$ cat src/rtl/fifo_read_arbiter_if.sv
// Read-domain bundle between the FIFO read port, the consumers and fifo_read_arbiter.
// The arbiter uses the master modport. The environment (FIFO and consumers) uses slave.
interface fifo_read_arbiter_if #(
  parameter int NUM_REQ    = 4,
  parameter int DATA_WIDTH = 8
);
  logic [NUM_REQ-1:0]    req;
  logic                  empty;
  logic [DATA_WIDTH-1:0] rdata;
  logic                  r_en;
  logic [NUM_REQ-1:0]    gnt;
  logic [DATA_WIDTH-1:0] dout;
  logic [NUM_REQ-1:0]    dvalid;
  logic [NUM_REQ-1:0]    dready;
  logic                  busy;

  modport master (
    input  req, empty, rdata, dready,
    output r_en, gnt, dout, dvalid, busy
  );

  modport slave (
    output req, empty, rdata, dready,
    input  r_en, gnt, dout, dvalid, busy
  );
endinterface

$ cat src/rtl/fifo_read_arbiter.sv
// Round-robin sequencer that shares the FIFO read port among NUM_REQ consumers in the rclk domain.
// Define RD_ARB_STATS_EN to add saturating per-consumer served-word counters on served_cnt.
module fifo_read_arbiter #(
  parameter int NUM_REQ    = 4,
  parameter int DATA_WIDTH = 8,
  parameter int BURST_LEN  = 4
`ifdef RD_ARB_STATS_EN
  , parameter int CNT_W    = 16
`endif
) (
  input  logic                     rclk,
  input  logic                     rrst_n,
  fifo_read_arbiter_if.master      bus
`ifdef RD_ARB_STATS_EN
  ,
  output logic [NUM_REQ*CNT_W-1:0] served_cnt
`endif
);

  localparam int IDX_W  = $clog2(NUM_REQ);
  localparam int BEAT_W = $clog2(BURST_LEN + 1);

  typedef enum logic [1:0] {IDLE, READ, LOAD, DELIVER} state_t;

  state_t                state_reg;
  logic [NUM_REQ-1:0]    gnt_reg;
  logic [NUM_REQ-1:0]    dvalid_reg;
  logic [DATA_WIDTH-1:0] dout_reg;
  logic [IDX_W-1:0]      rr_ptr_reg;
  logic [BEAT_W-1:0]     beat_reg;
  logic [BEAT_W-1:0]     beat_next;
  logic [IDX_W-1:0]      win_idx_next;
  logic                  win_found;
  logic                  req_g;
  logic                  handshake;
  logic                  burst_done;

  assign req_g      = |(bus.req & gnt_reg);
  assign handshake  = |(dvalid_reg & bus.dready);
  assign beat_next  = beat_reg + BEAT_W'(1);
  assign burst_done = (beat_next == BEAT_W'(BURST_LEN));

  // The search starts one past the last winner, so the previous owner is considered last.
  always_comb begin
    int               pos;
    logic [IDX_W-1:0] idx;
    pos          = 0;
    idx          = '0;
    win_idx_next = '0;
    win_found    = 1'b0;
    for (int k = 1; k <= NUM_REQ; k++) begin
      pos = (int'(rr_ptr_reg) + k) % NUM_REQ;
      idx = IDX_W'(pos);
      if (!win_found && bus.req[idx]) begin
        win_found    = 1'b1;
        win_idx_next = idx;
      end
    end
  end

  always_ff @(posedge rclk or negedge rrst_n) begin
    if (!rrst_n) begin
      state_reg  <= IDLE;
      gnt_reg    <= '0;
      dvalid_reg <= '0;
      dout_reg   <= '0;
      beat_reg   <= '0;
      rr_ptr_reg <= IDX_W'(NUM_REQ - 1);
    end else begin
      case (state_reg)
        IDLE: begin
          if (win_found) begin
            gnt_reg    <= {{(NUM_REQ-1){1'b0}}, 1'b1} << win_idx_next;
            rr_ptr_reg <= win_idx_next;
            beat_reg   <= '0;
            state_reg  <= READ;
          end
        end
        READ: begin
          // A withdrawn request takes priority over an available word.
          if (!req_g) begin
            gnt_reg   <= '0;
            state_reg <= IDLE;
          end else if (!bus.empty) begin
            state_reg <= LOAD;
          end
        end
        LOAD: begin
          dout_reg   <= bus.rdata;
          dvalid_reg <= gnt_reg;
          state_reg  <= DELIVER;
        end
        DELIVER: begin
          // dvalid stays up until accepted, even if the consumer drops req meanwhile.
          if (handshake) begin
            dvalid_reg <= '0;
            beat_reg   <= beat_next;
            if (burst_done || !req_g) begin
              gnt_reg   <= '0;
              state_reg <= IDLE;
            end else begin
              state_reg <= READ;
            end
          end
        end
        default: begin
          gnt_reg    <= '0;
          dvalid_reg <= '0;
          state_reg  <= IDLE;
        end
      endcase
    end
  end

  assign bus.r_en   = (state_reg == READ) & ~bus.empty & req_g;
  assign bus.gnt    = gnt_reg;
  assign bus.dvalid = dvalid_reg;
  assign bus.dout   = dout_reg;
  assign bus.busy   = (state_reg != IDLE);

`ifdef RD_ARB_STATS_EN
  genvar gi;
  generate
    for (gi = 0; gi < NUM_REQ; gi++) begin : g_stats
      logic [CNT_W-1:0] cnt_reg;
      always_ff @(posedge rclk or negedge rrst_n) begin
        if (!rrst_n) begin
          cnt_reg <= '0;
        end else if (dvalid_reg[gi] && bus.dready[gi] && (cnt_reg != {CNT_W{1'b1}})) begin
          cnt_reg <= cnt_reg + CNT_W'(1);
        end
      end
      assign served_cnt[gi*CNT_W +: CNT_W] = cnt_reg;
    end
  endgenerate
`endif

endmodule
$ cat src/flat_wrapper.sv
// flat-port wrapper written by rule: the top's interface ports become plain ports
module fifo_read_arbiter_flat 
#(
  parameter int NUM_REQ    = 4,
  parameter int DATA_WIDTH = 8,
  parameter int BURST_LEN  = 4

)
  (rclk, rrst_n, bus_req, bus_empty, bus_rdata, bus_dready, bus_r_en, bus_gnt, bus_dout, bus_dvalid, bus_busy);
  fifo_read_arbiter_if #(.NUM_REQ(NUM_REQ), .DATA_WIDTH(DATA_WIDTH)) bus_i ();
  input  logic rclk;
  input  logic rrst_n;
  input wire logic [$bits(bus_i.req)-1:0] bus_req;
  input wire logic [$bits(bus_i.empty)-1:0] bus_empty;
  input wire logic [$bits(bus_i.rdata)-1:0] bus_rdata;
  input wire logic [$bits(bus_i.dready)-1:0] bus_dready;
  output wire logic [$bits(bus_i.r_en)-1:0] bus_r_en;
  output wire logic [$bits(bus_i.gnt)-1:0] bus_gnt;
  output wire logic [$bits(bus_i.dout)-1:0] bus_dout;
  output wire logic [$bits(bus_i.dvalid)-1:0] bus_dvalid;
  output wire logic [$bits(bus_i.busy)-1:0] bus_busy;
  assign bus_i.req = bus_req;
  assign bus_i.empty = bus_empty;
  assign bus_i.rdata = bus_rdata;
  assign bus_i.dready = bus_dready;
  assign bus_r_en = bus_i.r_en;
  assign bus_gnt = bus_i.gnt;
  assign bus_dout = bus_i.dout;
  assign bus_dvalid = bus_i.dvalid;
  assign bus_busy = bus_i.busy;
  fifo_read_arbiter #(.NUM_REQ(NUM_REQ), .DATA_WIDTH(DATA_WIDTH), .BURST_LEN(BURST_LEN)) u_core (.rclk(rclk), .rrst_n(rrst_n), .bus(bus_i));
endmodule
$ cat config.mk
export PLATFORM = sky130hd
export DESIGN_NAME = fifo_read_arbiter_flat
export DESIGN_NICKNAME = d
export VERILOG_FILES = /design/src/rtl/fifo_read_arbiter_if.sv /design/src/rtl/fifo_read_arbiter.sv /design/src/flat_wrapper.sv
export SDC_FILE = /design/constraint.sdc
export NUM_CORES = 1
export LEC_CHECK = 0
export ABC_AREA = 1
export CAP_MARGIN = 15
export CORE_MARGIN = 2
export CORE_UTILIZATION = 45
export DETAILED_ROUTE_END_ITERATION = 10
export GPL_TIMING_DRIVEN = 0
export PLACE_DENSITY = 0.75
export SLEW_MARGIN = 20
export SYNTH_ARGS = -nofsm -noshare
export SYNTH_HDL_FRONTEND = slang
export SYNTH_SLANG_ARGS = --single-unit
$ cat constraint.sdc
create_clock -name rclk -period 1.65 [get_ports rclk]
set_input_delay 0.2475 -clock rclk [delete_from_list [all_inputs] [get_ports rclk]]
set_output_delay 0.2475 -clock rclk [all_outputs]
set_load 0.05 [all_outputs]
==> metrics.csv <==
metric;value;unit
synth_top_family_by_area;simple AND/OR/NAND/NOR gates;
drv_slew;0;
yosysTopAreaCell;dfrtp_1;
nNetsFinal;254;
die_x;59.4;um
fin_area;1990;um^2
synthXorXnorAreaFrac;0.00635;
status;finished, violations left;
drt_iter0_drc;45;
dp_hpwl;2320;um
setup_viol;5;
setup_tns;-0.133;ns
worstReg2RegStart;u_core.rr_ptr_reg[0];
startpoint_type;flip-flop;
root_buffer;clkbuf_4;
final_common_cell;nand2_1;
grt_pass1_vias;1157;
core;2980;um^2
grt_max_degree;24;
overflow;0;
drive_gt1_frac;0.306;
firstDrtPassIters;4;
r2r_cells;13;
final_util;0.669;
p_leak;0.00106;uW
die_h;59.4;um
vias_per_cell;5.16;
startpoint;u_core.rr_ptr_reg[0];
antennaDiodeCount;0;
synth_compound_area_frac;0.0544;
synthesis.area;1380;um^2
power_density;2070;nW/um^2
worstPathMaxFanout;5;
synth.distinct_cells;23;
synth_fa_ha_area_frac;0.0181;
pin_count;37;
reg2reg_slack;-0.03;ns
max-slew-margin-rel;0.657;
post-synth-top-area-fraction;0.381;
wl_per_cell;12.4;um
syn_nets;203;
worst_slack;-0.0312;ns
worstReg2RegEnd;u_core.bus.gnt[1];
violations;setup timing;
synth.area.mux_share;0.0653;
dieArea;3520;um^2
critPathRequiredTime;1.90;ns
clock_latency;0.31;ns
via_count;1367;
synthTopCellsByArea;dfrtp_1, nand2_1, nand3_1;
grt_usage;0.187;
ir_drop;966;uV
antenna_found_initial;0;
synthCells;182;
timing.final.crit_share;1.02;
place_area;1790;um^2
gp_congestion;0.898;
largest_register_ffs;8;
rows;20;
final_cell_mix;nand2_1, dfrtp_1, inv_1, nand2_2, dlygate4sd2_1;
yosys.area_share.simple;0.359;
worst_pin_slew;0.514;ns
cts_inserted_buffers;3;
port_buffers;36;
rsz0062_at_grt;true;
syn_to_final_growth;44.6;%
finalNonFillerCells;265;
endpoint_kind;flip-flop;
grt_pass1_wl;4940;um
hold_viol_final;0;
post-route-min-period;1.68;ns
whs;0.423;ns
worstSetupPathType;reg2reg;
detail-route-antenna-nets;0;
dp.cells;251;
clock-sinks;23;
cts_tree;done;
yosysWarnings;0;
crit_arrival;1.93;ns
drc;0;
ctsHtreeMaxLevel;1;
skew;0.00875;ns
clock.fmax;595;MHz
avgSynthCellArea;7.58;um^2
drv_cap;0;
synth_seq_area_share;0.419;
crit_end;u_core.bus.gnt[1];
initial_core_util;0.463;
min_path_type;in2async;
synth-seq-cells;23;
cts.path.max_buffers;2;
clkTransAtPathRegs;0.12;ns
drt-total-wl;3300;um
fillerInstances;256;
-- layout make-up --
type / instances / area [um^2] / share of cell area
well taps: 33 / 41.3 / 0.0207
inverters: 21 / 81.3 / 0.0408
repair buffers: 46 / 418 / 0.210
multi-input cells: 135 / 820 / 0.411
flip-flops and latches: 23 / 579 / 0.291
clock buffers: 4 / 26.3 / 0.0132
plain buffers: 3 / 27.5 / 0.0138
-- metrics by stage --
stage	worst slack [ns]	power, uW
floorplan	0.0149	2850
global placement	-0.740	3490
detailed placement	-0.743	3520
CTS	-0.0551	3830
global route	-0.118	4410
finish	-0.0312	4120
-- how the worst min path moves through the flow --
stage,depth (start not counted),endpoint,slack (ns),from
global route,2,u_core.bus.dout[4],0.47,rrst_n
floorplan,0,asynchronous set/reset pin,-0.05,rrst_n
CTS,1,u_core.bus.dout[4],0.50,rrst_n
finish,2,u_core.bus.dout[4],0.42,rrst_n
global placement,1,u_core.bus.dout[2],0.49,u_core.bus.dout[2]
detailed placement,1,u_core.bus.dout[1],0.49,u_core.bus.dout[1]
-- metal layers --
layer | vias to the layer above | track usage | share of wire
met1 | 656 | 0.260 | 0.45
met4 | 0 | 0.0584 | 0.016
li1 | 682 | - | -
met3 | 4 | 0.0437 | 0.041
met5 | - | 0 | 0
met2 | 25 | 0.287 | 0.50
-- critical path, stage by stage (launching register included) --
cell	delay, ns
dfstp_2	0.57
inv_2	0.05
buf_6	0.13
nand2_2	0.05
nand2_2	0.06
nand2_2	0.08
nand2_2	0.07
nor2_4	0.14
nand3_2	0.11
nand2_2	0.09
nand2_4	0.06
nand2_4	0.08
nand3_2	0.06
nand2_1	0.06
-- power breakdown --
group	switching [uW]	total [uW]	leakage [uW]	internal, uW
Clock	158	253	0.0000150	94.5
Sequential	177	985	0.000287	808
Combinational	1920	2880	0.000758	969
-- cells in the mapped netlist --
library cell	instances
a22o_1	1
nand2_2	11
a21oi_1	2
o21ai_1	2
buf_6	2
o21ai_0	8
nor2_1	9
inv_2	3
nor2_4	1
nor3_1	1
inv_1	18
nand2_1	64
nand3_2	2
o22ai_1	1
mux2_2	8
ha_1	2
nand4_1	3
nand3_1	18
dfstp_2	2
buf_2	1
xnor2_1	1
dfrtp_1	21
nand3b_1	1
-- cell families after synthesis --
kind of cell | count (synthesis)
multiplexers | 8
buffers and inverters | 24
adder cells (fa/ha/maj) | 2
AO/OA/AOI/OAI | 14
flip-flops | 23
AND/OR/NAND/NOR | 110
XOR/XNOR | 1
-- repair_timing --
| item | in CTS | in global routing |
|---|---|---|
| gates cloned | 1 | 0 |
| hold endpoints to repair | 0 | 21 |
| pin swaps | 11 | 9 |
| setup endpoints to repair | 23 | 12 |
| hold buffers | 0 | 1 |
| buffers inserted | 2 | 6 |
| gates resized for setup | 39 | 28 |
No activity file was read; power rests on OpenSTA's default activity.
